==> src/rtl/mult_nib_pkg.sv <==
// mult_nib_pkg
// Shared types and helpers for the nibble-iterative multiplier.
//   state_t : controller states IDLE / RUN / DONE
//   NIB     : nibble width fed to the 4x4 core
//   npass() : number of core passes for a W x W product
//   nib()   : extract nibble idx from a value up to 16 bits wide
package mult_nib_pkg;

  typedef enum logic [1:0] {
    IDLE = 2'd0,
    RUN  = 2'd1,
    DONE = 2'd2
  } state_t;

  localparam int NIB = 4;

  function automatic int npass(input int w);
    return (w / NIB) * (w / NIB);
  endfunction

  function automatic logic [NIB-1:0] nib(input logic [15:0] v, input logic [1:0] idx);
    return v[idx*NIB +: NIB];
  endfunction

endpackage

==> src/rtl/main.sv <==
// main
// Combinational 4x4 unsigned multiplier core.
//   x : multiplicand nibble
//   y : multiplier nibble
//   o : 8-bit product x*y
module main (
  input  logic [3:0] x,
  input  logic [3:0] y,
  output logic [7:0] o
);

  logic [7:0] pp0, pp1, pp2, pp3;
  logic [7:0] sum01, sum23;

  assign pp0 = y[0] ? {4'b0000, x}        : 8'h00;
  assign pp1 = y[1] ? {3'b000, x, 1'b0}   : 8'h00;
  assign pp2 = y[2] ? {2'b00, x, 2'b00}   : 8'h00;
  assign pp3 = y[3] ? {1'b0, x, 3'b000}   : 8'h00;

  // Two-level reduction tree; the 4x4 product never exceeds 8 bits.
  assign sum01 = pp0 + pp1;
  assign sum23 = pp2 + pp3;
  assign o     = sum01 + sum23;

endmodule

==> src/rtl/nib_pair_sel.sv <==
// nib_pair_sel
// Finds the first nibble pair (i,j), in row-major order at or after linear
// index start, whose a-nibble and b-nibble are both flagged in the masks.
// With all-ones masks this is plain sequential stepping; with data-derived
// masks it implements zero skipping.
//   a_mask, b_mask : per-nibble eligibility flags
//   start          : first linear index (i*NNIB + j) to consider
//   sel_i, sel_j   : selected pair
//   found          : a pair exists at or after start
module nib_pair_sel #(
  parameter int NNIB  = 2,
  parameter int NPASS = 4
) (
  input  logic [NNIB-1:0] a_mask,
  input  logic [NNIB-1:0] b_mask,
  input  logic [4:0]      start,
  output logic [1:0]      sel_i,
  output logic [1:0]      sel_j,
  output logic            found
);

  // Scan from the top down so the lowest qualifying index wins.
  always_comb begin
    found = 1'b0;
    sel_i = 2'd0;
    sel_j = 2'd0;
    for (int k = NPASS - 1; k >= 0; k--) begin
      if ((5'(k) >= start) && a_mask[k / NNIB] && b_mask[k % NNIB]) begin
        found = 1'b1;
        sel_i = 2'(k / NNIB);
        sel_j = 2'(k % NNIB);
      end
    end
  end

endmodule

==> src/rtl/mult_nib_iter_ctrl.sv <==
// mult_nib_iter_ctrl
// Computes an unsigned W x W product by time-sharing one 4x4 core, one
// nibble pair per cycle, accumulating shifted partial products.
// Optional feature macro: MULT_NIB_ZERO_SKIP_EN (skip pairs with a zero
// nibble; latency becomes the number of nonzero pairs).
//   clk, rst            : clock, async active-high reset
//   in_valid, in_ready  : operand handshake
//   a, b                : W-bit unsigned operands
//   out_valid, out_ready: result handshake
//   p                   : 2W-bit product
//   busy                : high in RUN or DONE
module mult_nib_iter_ctrl
  import mult_nib_pkg::*;
#(
  parameter int W = 8
) (
  input  logic           clk,
  input  logic           rst,
  input  logic           in_valid,
  output logic           in_ready,
  input  logic [W-1:0]   a,
  input  logic [W-1:0]   b,
  output logic           out_valid,
  input  logic           out_ready,
  output logic [2*W-1:0] p,
  output logic           busy
);

  localparam int NNIB  = W / NIB;
  localparam int NPASS = npass(W);

  state_t         state;
  logic [W-1:0]   a_reg, b_reg;
  logic [1:0]     i, j;
  logic [2*W-1:0] acc, sum;
  logic [3:0]     core_x, core_y;
  logic [7:0]     core_o;

  logic [NNIB-1:0] first_am, first_bm, next_am, next_bm;
  logic [1:0]      first_i, first_j, next_i, next_j;
  logic            first_found, next_found;
  logic [4:0]      next_start;

`ifdef MULT_NIB_ZERO_SKIP_EN
  logic [NNIB-1:0] a_mask, b_mask, a_mask_in, b_mask_in;

  always_comb begin
    a_mask_in = '0;
    b_mask_in = '0;
    for (int k = 0; k < NNIB; k++) begin
      a_mask_in[k] = |a[k*NIB +: NIB];
      b_mask_in[k] = |b[k*NIB +: NIB];
    end
  end

  assign first_am = a_mask_in;
  assign first_bm = b_mask_in;
  assign next_am  = a_mask;
  assign next_bm  = b_mask;
`else
  assign first_am = '1;
  assign first_bm = '1;
  assign next_am  = '1;
  assign next_bm  = '1;
`endif

  assign core_x = nib(16'(a_reg), i);
  assign core_y = nib(16'(b_reg), j);

  main u_core (
    .x (core_x),
    .y (core_y),
    .o (core_o)
  );

  // Partial product placed at nibble weight i+j; 2W bits hold any sum exactly.
  assign sum = acc + ((2*W)'(core_o) << (NIB * (int'(i) + int'(j))));

  assign next_start = 5'(int'(i) * NNIB + int'(j) + 1);

  nib_pair_sel #(.NNIB(NNIB), .NPASS(NPASS)) u_sel_first (
    .a_mask (first_am),
    .b_mask (first_bm),
    .start  (5'd0),
    .sel_i  (first_i),
    .sel_j  (first_j),
    .found  (first_found)
  );

  nib_pair_sel #(.NNIB(NNIB), .NPASS(NPASS)) u_sel_next (
    .a_mask (next_am),
    .b_mask (next_bm),
    .start  (next_start),
    .sel_i  (next_i),
    .sel_j  (next_j),
    .found  (next_found)
  );

  // in_ready is held low during reset itself, and rises as soon as it releases.
  assign in_ready = (state == IDLE) && !rst;
  assign busy     = (state != IDLE);

  always_ff @(posedge clk or posedge rst) begin
    if (rst) begin
      state     <= IDLE;
      a_reg     <= '0;
      b_reg     <= '0;
      acc       <= '0;
      i         <= 2'd0;
      j         <= 2'd0;
      out_valid <= 1'b0;
      p         <= '0;
`ifdef MULT_NIB_ZERO_SKIP_EN
      a_mask    <= '0;
      b_mask    <= '0;
`endif
    end else begin
      case (state)
        IDLE: begin
          if (in_valid) begin
            a_reg <= a;
            b_reg <= b;
            acc   <= '0;
`ifdef MULT_NIB_ZERO_SKIP_EN
            a_mask <= a_mask_in;
            b_mask <= b_mask_in;
`endif
            if (first_found) begin
              i     <= first_i;
              j     <= first_j;
              state <= RUN;
            end else begin
              // No nonzero pair: the product is zero and is ready at once.
              i         <= 2'd0;
              j         <= 2'd0;
              p         <= '0;
              out_valid <= 1'b1;
              state     <= DONE;
            end
          end
        end
        RUN: begin
          acc <= sum;
          if (next_found) begin
            i <= next_i;
            j <= next_j;
          end else begin
            p         <= sum;
            out_valid <= 1'b1;
            state     <= DONE;
          end
        end
        DONE: begin
          if (out_ready) begin
            out_valid <= 1'b0;
            state     <= IDLE;
          end
        end
        default: begin
          state     <= IDLE;
          out_valid <= 1'b0;
        end
      endcase
    end
  end

endmodule
==> config.mk <==
export PLATFORM = sky130hd
export DESIGN_NAME = mult_nib_iter_ctrl
export DESIGN_NICKNAME = d
export VERILOG_FILES = /design/src/rtl/mult_nib_pkg.sv /design/src/rtl/main.sv /design/src/rtl/nib_pair_sel.sv /design/src/rtl/mult_nib_iter_ctrl.sv
export SDC_FILE = /design/constraint.sdc
export NUM_CORES = 1
export LEC_CHECK = 0
export ABC_AREA = 0
export BUFFER_PORTS_ARGS = -buffer_cell sky130_fd_sc_hd__buf_2
export CAP_MARGIN = 5
export CORE_MARGIN = 5
export CORE_UTILIZATION = 50
export DETAILED_ROUTE_END_ITERATION = 16
export PLACE_DENSITY = 0.69
export SETUP_SLACK_MARGIN = 0.5
export SYNTH_ARGS = -nofsm -noshare
export SYNTH_HDL_FRONTEND = slang
export SYNTH_HIERARCHICAL = 1
export SYNTH_SLANG_ARGS = --single-unit
export TNS_END_PERCENT = 1
==> constraint.sdc <==
create_clock -name clk -period 5.5 [get_ports clk]
set_input_delay 0.275 -clock clk [delete_from_list [all_inputs] [get_ports clk]]
set_output_delay 0.275 -clock clk [all_outputs]
set_load 0.005 [all_outputs]
==> results of run 1 <==
## worst max-delay path by stage
stage / end / cells past startpoint
2_1_floorplan: acc[12] / 21
3_3_place_gp: p[12] / 20
3_5_place_dp: p[12] / 20
4_1_cts: p[12] / 18
5_1_grt: p[12] / 20
6_report: p[12] / 20
## tightest hold or removal path, cell delays in order
cell	delay [ns]
buf_2	0.11
inv_2	0.03
buf_4	0.52
## metal layers
layer,share of wire [%],up-vias
li1,-,1606
met1,47,1512
met2,48,45
met3,3.0,13
met4,2.2,0
met5,0,-
## power groups by stage
stage / sequential [mW] / clock, mW / combinational, mW
floorplan: 0.482 / 0 / 0.597
global placement: 0.501 / 0 / 0.722
detailed placement: 0.501 / 0 / 0.735
CTS: 0.494 / 0.235 / 0.743
global route: 0.501 / 0.253 / 0.968
finish: 0.493 / 0.229 / 0.852
## logic make-up (layout without fill, tap and decap cells)
logic type,after synthesis,in the layout,share of synthesized area [%]
fa+ha+maj,35,35,12.7
buf+inv,36,83,3.94
mux,28,28,7.69
simple gates,148,148,19.0
xor+xnor,12,12,2.69
compound gates,102,102,18.4
other cells,4,37,0.384
flops,55,55,35.2
## cells in the final DEF, fill, tap and decap left out, types with 7 or more instances in the layout
master / netlist / layout
buf_4: 4 / 17
a21o_1: 7 / 7
and2_1: 16 / 14
nor2b_1: 9 / 9
conb_1: 4 / 37
nor2_1: 30 / 27
nand4_1: 7 / 7
mux2i_1: 12 / 10
a21oi_1: 27 / 25
nand2_1: 54 / 53
o21ai_0: 17 / 14
mux2_2: 16 / 16
ha_1: 27 / 23
buf_2: 3 / 38
inv_1: 20 / 18
dfrtp_1: 55 / 53
fa_1: 8 / 7
o21ai_1: 7 / 8
## layout make-up
type,count,area [um2]
clock inverter,3,18.8
sequential,55,1380
inverter,20,75.1
timing repair buffer,55,318
fill,691,3080
tap,102,128
clock buffer,5,68.8
multi-input combinational,362,2620
## what timing repair did
item,4_1_cts,5_1_grt
resized for setup,4,27
buffers inserted,0,14
pin swaps,0,15
setup endpoints to repair,5,19
cloned,0,0
## per-stage QoR
step | std cells | worst slack, ns
2_1_floorplan | 453 | 0.614
3_3_place_gp | 580 | 0.500
3_5_place_dp | 580 | 0.422
4_1_cts | 588 | 0.495
5_1_grt | 602 | 0.434
6_report | 602 | 0.659
==> results_dict.tcl, run 1 <==
set metrics [dict create \
    status "finished clean" \
    setup.worst_path.class "reg -> reg" \
    worst_setup_path_end_kind "flop" \
    pwr-share-comb_pct 54.1 \
    crit_buf_inv 2 \
    tightest_slew_ns 1.14 \
    reg2reg_depth 20 \
    min_period_ns 4.84 \
    grt_util_met2_pct 29.8 \
    place.gp.congestion 0.896 \
    ys_async_sr_fraction_pct 100 \
    clock_latency_ns 0.32 \
    r2r_end "p[12]" \
    synth_cells 420 \
    ys_seq_area_share_pct 35.2 \
    htree_num_levels 2 \
    p_int_uw 920 \
    n_antenna_cell 0 \
    grt_first_pass_wirelength_um 14300 \
    drive_above_1_share_pct 23.8 \
    dp_hpwl_um 6400 \
    die_area_mm2 0.00968 \
    max_freq_mhz 207 \
    hold_path.class "in -> async" \
    grt_antenna_before_repair 0 \
    cts_buffer_depth 2 \
    yosys_most_used_dff "dfrtp_1" \
    swShare_pct 41.6 \
    first_pass_iters 4 \
    track_usage_pct 17.8 \
    yosysUniqueCellTypes 53 \
    r2r-start "i[0]" \
    drv_cap 0 \
    finalPower_mw 1.57 \
    drt_wl_total_um 8320 \
    route.detailed.drc 0 \
    ctsHoldBuffers 0 \
    power_density_mw_per_mm2 342 \
    overflow 0 \
    pwr-share-clk_pct 14.6 \
    finClkSkew_ns 0.00818 \
    wl_per_cell_um 13.8 \
    grt_pass1_vias 3159 \
    synth_commonest_cells "55 x dfrtp_1, 54 x nand2_1, 30 x nor2_1" \
    critPathSlowestCell "fa_1" \
    start_util_pct 50.8 \
    dieWidth_um 98.4 \
    area_delta_synth_final_pct 18.0 \
    cpPeakStageDelay_ns 0.54 \
    slew_headroom_pct 23.7 \
    die_h_um 98.4 \
    finalCritPeriodShare_pct 88.0 \
    cts_root_buffer "clkbuf_8" \
    synth-edff-count 0 \
    yosysWarningCount 6 \
    via_per_inst 5.28 \
    fin_util_pct 60.0 \
    synth.most_common_cell "dfrtp_1" \
    via_count 3176 \
    startpoint "i[0]" \
    hold_ws_ns 0.126 \
    cp_max_fo 6 \
    synth_area_mm2 0.00391 \
    first_iter_violations 93 \
    timing.setup.tns_ns 0 \
    hold_violations 0 \
    cts.sinks 55 \
    pwr-share-seq_pct 31.3 \
    leakage_nw 2.34 \
    ant_nets 0 \
    grt_util_met3_pct 2.79 \
    clkTransAtPathRegs_ns 0.10 \
    cts_buffers 5 \
    grt.busiest_layer "met2" \
    netlist.area_leader.share_pct 35.2 \
    synth_top_cell_by_area "dfrtp_1" \
    final_nets 554 \
    grt_setup_unrepaired "true" \
    synth-seq-cells 55 \
    num_rows 32 \
    cp-start-kind "flop" \
    netSwitchingPower_uw 655 \
    irDropWorstVdd_uv 161 \
    critPathTopFamily "adder cells" \
    arrival_ns 5.05 \
    use_met1_pct 23.6 \
    setup_viol 0 \
    ios 39 \
    core_mm2 0.00769 \
    final_area_mm2 0.00461 \
    r2r_slack_ns 0.66 \
    finalMaxSlewViolations 0 \
    reg.largest.list "acc (16), p (16)" \
    port_buffers 38 \
    syn_area_per_cell_um2 9.30 \
    grt_max_degree 56 \
    path_cells "mux2i_2 -> nor2_2 -> and2_4 -> fa_1 -> inv_2 -> fa_1 -> inv_1 -> ha_2 -> fa_2 -> a21o_1 -> a21oi_2 -> xnor2_1 -> mux2i_1 -> nor2_1 -> ha_4 -> a21oi_4 -> o21ba_4 -> o21ai_2 -> or3_1 -> a32o_2" \
    critPathRequiredTime_ns 5.71 \
    cts_tree "yes" \
    placed_area_mm2 0.00430 \
    cpMostUsedCell "fa_1" \
    synth_area_leaders "dfrtp_1 35%, ha_1 8.6%, nand2_1 5.2%" \
]
Power figures use the tool's default switching activity.
==> run 2: changes to the inputs <==
--- a/config.mk
+++ b/config.mk
@@ -5,9 +5,9 @@
 export SDC_FILE = /design/constraint.sdc
 export NUM_CORES = 1
 export LEC_CHECK = 0
-export ABC_AREA = 0
+export ABC_AREA = 1
 export BUFFER_PORTS_ARGS = -buffer_cell sky130_fd_sc_hd__buf_2
-export CAP_MARGIN = 5
+export CAP_MARGIN = 0
 export CORE_MARGIN = 5
 export CORE_UTILIZATION = 50
 export DETAILED_ROUTE_END_ITERATION = 16
==> run 2 against run 1 <==
Maximum frequency is 4.1% higher. Register-to-register slack better by 0.19 ns. Total power is 37% higher. Final area is 0.73% higher. Clock power is 39% higher. Clock skew is 0.0026 ns higher. Setup slack better by 0.19 ns. Combinational power is 49% higher. Utilization is 2.9 points lower. Critical path type unchanged.
==> results_dict.tcl, run 2 <==
set metrics [dict create \
    status "finished clean" \
    synth_adder_area_share_pct 12.0 \
    ys_async_sr_fraction_pct 100 \
    grt_pass1_vias 3585 \
    max_freq_mhz 215 \
    first_iter_violations 226 \
    ios 39 \
    setup_viol 0 \
    synth_top_family_by_area "simple AND/OR/NAND/NOR gates" \
    path_cells "inv_1 -> o21ai_0 -> nor2_1 -> nand2_1 -> fa_1 -> fa_1 -> inv_1 -> ha_1 -> fa_1 -> xor2_1 -> mux2i_1 -> nor2_1 -> ha_1 -> nand2_1 -> inv_1 -> a21oi_1 -> nand2_1 -> or2_1 -> nand3_1 -> o21ai_0" \
    clock_latency_ns 0.31 \
    num_rows 33 \
    start_util_pct 51.0 \
    die_area_mm2 0.0102 \
    n_antenna_cell 0 \
    synth-xor-area-share_pct 0.422 \
    synth.most_common_cell "nand2_1" \
    hold_ws_ns 0.162 \
    via_per_inst 5.01 \
    min_period_ns 4.65 \
    drt_wl_total_um 9500 \
    dp_hpwl_um 7280 \
    tightest_slew_ns 1.01 \
    yosysWarningCount 6 \
    synth_top_cell_by_area "dfrtp_1" \
    critPathSlowestCell "fa_1" \
    htree_num_levels 2 \
    synth_commonest_cells "161 x nand2_1, 85 x inv_1, 60 x nor2_1" \
    reg2reg_depth 20 \
    syn_area_per_cell_um2 7.19 \
    track_usage_pct 20.2 \
    setup.worst_path.class "reg -> reg" \
    via_count 3697 \
    ant_nets 0 \
    synth_cells 577 \
    synthSimpleGateAreaFrac_pct 31.8 \
    synth_area_mm2 0.00415 \
    overflow 0 \
    hold_path.class "in -> async" \
    cp-start-kind "flop" \
    cpPeakStageDelay_ns 0.52 \
    leakage_nw 2.75 \
    drv_cap 0 \
    final_nets 687 \
    wl_per_cell_um 12.9 \
    layout_commonest_cell "nand2_1" \
    cp_max_fo 5 \
    synth-compound-area-share_pct 6.99 \
    fin_util_pct 57.1 \
    cts_buffer_depth 2 \
    cts.sinks 55 \
    die_h_um 101 \
    grt_setup_unrepaired "true" \
    route.detailed.drc 0 \
    yosysUniqueCellTypes 35 \
    first_pass_iters 5 \
    yosys-mux-area-fraction_pct 5.06 \
    reg.largest.list "acc (16), p (16)" \
    hold_violations 0 \
    cts_root_buffer "clkbuf_8" \
    ctsHoldBuffers 0 \
    layout_common_cells "161 x nand2_1, 83 x inv_1, 58 x nor2_1, 52 x dfrtp_1, 48 x nand3_1" \
    yosys_most_used_dff "dfrtp_1" \
    netlist.area_leader.share_pct 33.2 \
    area_delta_synth_final_pct 11.9 \
    cts_buffers 5 \
    dieWidth_um 101 \
    clkTransAtPathRegs_ns 0.10 \
    finalCritPeriodShare_pct 84.5 \
    slew_headroom_pct 32.5 \
    port_buffers 38 \
    drive_above_1_share_pct 14.8 \
    ys_seq_area_share_pct 33.2 \
    critPathRequiredTime_ns 5.67 \
    core_mm2 0.00813 \
    place.gp.congestion 0.907 \
    power_density_mw_per_mm2 465 \
    grt_first_pass_wirelength_um 16800 \
    cts_tree "yes" \
    finalMaxSlewViolations 0 \
    finClkSkew_ns 0.0108 \
    synth-edff-count 0 \
    synth-seq-cells 55 \
    worst_setup_path_end_kind "flop" \
    synth_area_leaders "dfrtp_1 33%, nand2_1 15%, ha_1 8.1%" \
    irDropWorstVdd_uv 355 \
    arrival_ns 4.82 \
    grt_max_degree 56 \
    timing.setup.tns_ns 0 \
    grt_antenna_before_repair 0 \
]
[run 2: cell count changes after synthesis, moves of 7 or more]
cell and delta:
nand2_1 +107, inv_1 +65, nand3_1 +45, nor2_1 +30, and2_1 -14, a21oi_1 -11
mux2i_1 -9, nor2b_1 -9, o21ai_0 +8, a21o_1 -7, clkbuf_1 -7
[run 2: routing by layer]
layer / global-route usage (%) / vias to the layer above / part of all wire, %
met4: 4.91 / 0 / 1.5
met1: 29.7 / 1684 / 49
met5: 0 / - / 0
met2: 31.2 / 90 / 44
li1: - / 1909 / -
met3: 3.32 / 14 / 5.5
[run 2: path summary, 6_finish.rpt]
check	startpoint	to	slack [ns]
min in group clk	a[5]	a_reg[5]	0.19
max reg2reg	j[1]	p[7]	0.85
max in group asynchronous	rst	i[1]	4.85
min reg2reg	p[11]	p[11]	0.49
min	rst	state[0]	0.16
max	j[1]	p[7]	0.85
[run 2: repair_timing]
| item | 4_1_cts | 5_1_grt |
|---|---|---|
| buffers inserted | 0 | 0 |
| gates resized for setup | 0 | 10 |
| endpoints found under the setup margin | 0 | 17 |
[run 2: per-stage QoR]
stage,area [um2],power (mW),std cells,setup slack (ns)
final,4640,2.16,738,0.850
after global routing,4640,2.37,738,0.491
after CTS,4620,2.14,738,0.610
after global placement,4490,1.78,730,0.766
after detailed placement,4490,1.80,730,0.622
after floorplan,4240,1.53,600,1.31
[run 2: cell families after synthesis]
logic type / count (synthesis)
compound gates: 54
flops: 55
xor+xnor: 2
buf+inv: 104
simple gates: 304
other cells: 4
fa+ha+maj: 35
mux: 19
[run 2: critical path: cells and delay by family, from the launching register on]
| family | cells | cell delay, ns |
|---|---|---|
| AOI/OAI and AO/OA | 3 | 0.31 |
| muxes | 1 | 0.26 |
| and+or+nand+nor | 7 | 1.12 |
| DFF | 1 | 0.44 |
| buffers and inverters | 3 | 0.23 |
| xor gates and xnor gates | 1 | 0.21 |
| adders and majority gates | 5 | 1.94 |
[run 2: final cells by class]
class | instances | area, um2
fill | 775 | 3490
multi-input combinational | 441 | 2460
tap | 105 | 131
clock buffer | 6 | 72.6
inverter | 88 | 330
timing repair buffer | 41 | 213
clock inverter | 2 | 60.1
sequential | 55 | 1380
[run 2: power breakdown]
part | leakage [nW] | total, mW | switching [mW] | internal [mW]
registers | 0.717 | 0.571 | 0.0747 | 0.496
clock network | 0.0654 | 0.318 | 0.136 | 0.182
logic | 1.97 | 1.27 | 0.819 | 0.451
total | 2.75 | 2.16 | 1.03 | 1.13
==> run 3: changes to the inputs <==
==> constraint.sdc (replaced) <==
create_clock -name clk -period 4.6 [get_ports clk]
set_input_delay 0.23 -clock clk [delete_from_list [all_inputs] [get_ports clk]]
set_output_delay 0.23 -clock clk [all_outputs]
set_load 0.005 [all_outputs]
==> run 3 against run 2 <==
Setup slack worse by 0.52 ns. Final cell count up 2.0%. Register-to-register slack worse by 0.52 ns. Largest cell class unchanged. Largest power group unchanged.
==> results_dict.tcl, run 3 (synthesis results as in run 2) <==
set metrics [dict create \
    via_per_inst 5.00 \
    drv_cap 0 \
    clock_latency_ns 0.32 \
    cts_buffers 5 \
    finalPower_mw 2.85 \
    dp_hpwl_um 7230 \
    dieWidth_um 101 \
    area_delta_synth_final_pct 19.1 \
    die_h_um 101 \
    cts_tree "yes" \
    die_area_mm2 0.0102 \
    ctsHoldBuffers 0 \
    overflow 0 \
    power_density_mw_per_mm2 577 \
    setup.worst_path.class "reg -> reg" \
    worst_setup_path_end_kind "flop" \
    num_rows 33 \
    final_nets 702 \
    min_period_ns 4.27 \
    cpMostUsedCell "nand2_1" \
    route.detailed.drc 0 \
    ant_nets 0 \
    start_util_pct 51.0 \
    critPathRequiredTime_ns 4.87 \
    final_area_mm2 0.00494 \
    cp_max_fo 6 \
    grt_max_degree 56 \
    placed_area_mm2 0.00450 \
    hold_path.class "in -> async" \
    htree_num_levels 2 \
    setup_viol 0 \
    hold_violations 0 \
    setup_ws_ns 0.332 \
    status "finished clean" \
    layout_commonest_cell "nand2_1" \
    leakage_nw 2.82 \
    first_pass_iters 5 \
    clkTransAtPathRegs_ns 0.11 \
    cts_root_buffer "clkbuf_8" \
    cp-start-kind "flop" \
    grt_first_pass_wirelength_um 16800 \
    first_iter_violations 203 \
    slew_headroom_pct 43.1 \
    grt_pass1_vias 3641 \
    track_usage_pct 20.5 \
    timing.setup.tns_ns 0 \
    finalMaxSlewViolations 0 \
    n_antenna_cell 0 \
    drt_wl_total_um 9910 \
    reg.largest.list "acc (16), p (16)" \
    max_freq_mhz 234 \
    cts.sinks 55 \
    cpPeakStageDelay_ns 0.53 \
    layout_common_cells "143 x nand2_1, 76 x inv_1, 53 x dfrtp_1, 45 x nor2_1, 44 x nand3_1" \
    drive_above_1_share_pct 25.9 \
    tightest_slew_ns 0.853 \
    wl_per_cell_um 13.2 \
    cts_buffer_depth 2 \
    place_ws_ns 0.0254 \
    fillers 723 \
    critPathSlowestCell "fa_1" \
    irDropWorstVdd_uv 301 \
    place.gp.congestion 0.892 \
    grt_setup_unrepaired "true" \
    core_mm2 0.00813 \
    via_count 3765 \
    arrival_ns 4.53 \
    grt_antenna_before_repair 0 \
    port_buffers 38 \
    finalCritPeriodShare_pct 92.8 \
    finClkSkew_ns 0.0128 \
    ios 39 \
]
[run 3: changes by cell type in the layout (fill, tap and decap cells not counted), sizes merged]
cell | previous run | this run
clkinv | 0 | 2
clkbuf | 6 | 5
bufinv | 2 | 1
buf | 41 | 56
[run 3: layer usage]
| metal | wire (um) | part of all wire (%) | track usage [%] | vias to the layer above |
|---|---|---|---|---|
| li1 | - | - | - | 1939 |
| met1 | 4830 | 49 | 29.4 | 1726 |
| met2 | 4500 | 45 | 33.4 | 94 |
| met3 | 492 | 5.0 | 2.70 | 6 |
| met4 | 82 | 0.83 | 4.19 | 0 |
| met5 | 0 | 0 | 0 | - |
[run 3: critical path, delay by kind of cell, from the launching register on]
kind                       cells  cell delay [ns]
AOI/OAI and AO/OA              2             0.30
and+or+nand+nor               15             1.24
buffers and inverters          6             0.39
DFF                            1             0.49
adders and majority gates      5             1.80
[run 3: final cells by class]
| cell class | instances | area (um2) | share of cell area, % |
|---|---|---|---|
| Inverter | 88 | 338 | 6.84 |
| Tap cell | 105 | 131 | 2.66 |
| Clock inverter | 3 | 47.5 | 0.962 |
| Multi-Input combinational cell | 441 | 2650 | 53.7 |
| Sequential cell | 55 | 1380 | 27.9 |
| Clock buffer | 5 | 68.8 | 1.39 |
| Timing Repair Buffer | 56 | 325 | 6.58 |
[run 3: power breakdown]
group / leakage (nW) / internal, mW / switching [mW]
combinational: 2.05 / 0.705 / 1.11
clock: 0.0587 / 0.166 / 0.176
sequential: 0.718 / 0.593 / 0.104
[run 3: worst paths after layout]
path	start	end	slack (ns)	cells past startpoint
min reg2reg	p[5]	p[5]	0.49	2
max reg2reg	i[0]	p[14]	0.33	28
min in group clk	b[4]	b_reg[4]	0.14	2
max in group asynchronous	rst	i[0]	4.02	3
max	i[0]	p[14]	0.33	28
min	rst	state[0]	0.1	3
[run 3: per-stage QoR]
step	cells	hold slack (ns)	util, %
final	753	0.0971	60.7
after global routing	753	0.134	60.7
after CTS	752	0.130	59.2
after detailed placement	732	0.466	55.3
after global placement	732	0.460	55.3
after floorplan	600	0.381	-
[run 3: repair_timing]
action | 4_1_cts | 5_1_grt
endpoints found under the setup margin | 22 | 22
setup buffers | 12 | 1
resized for setup | 47 | 33
pin swaps | 25 | 16
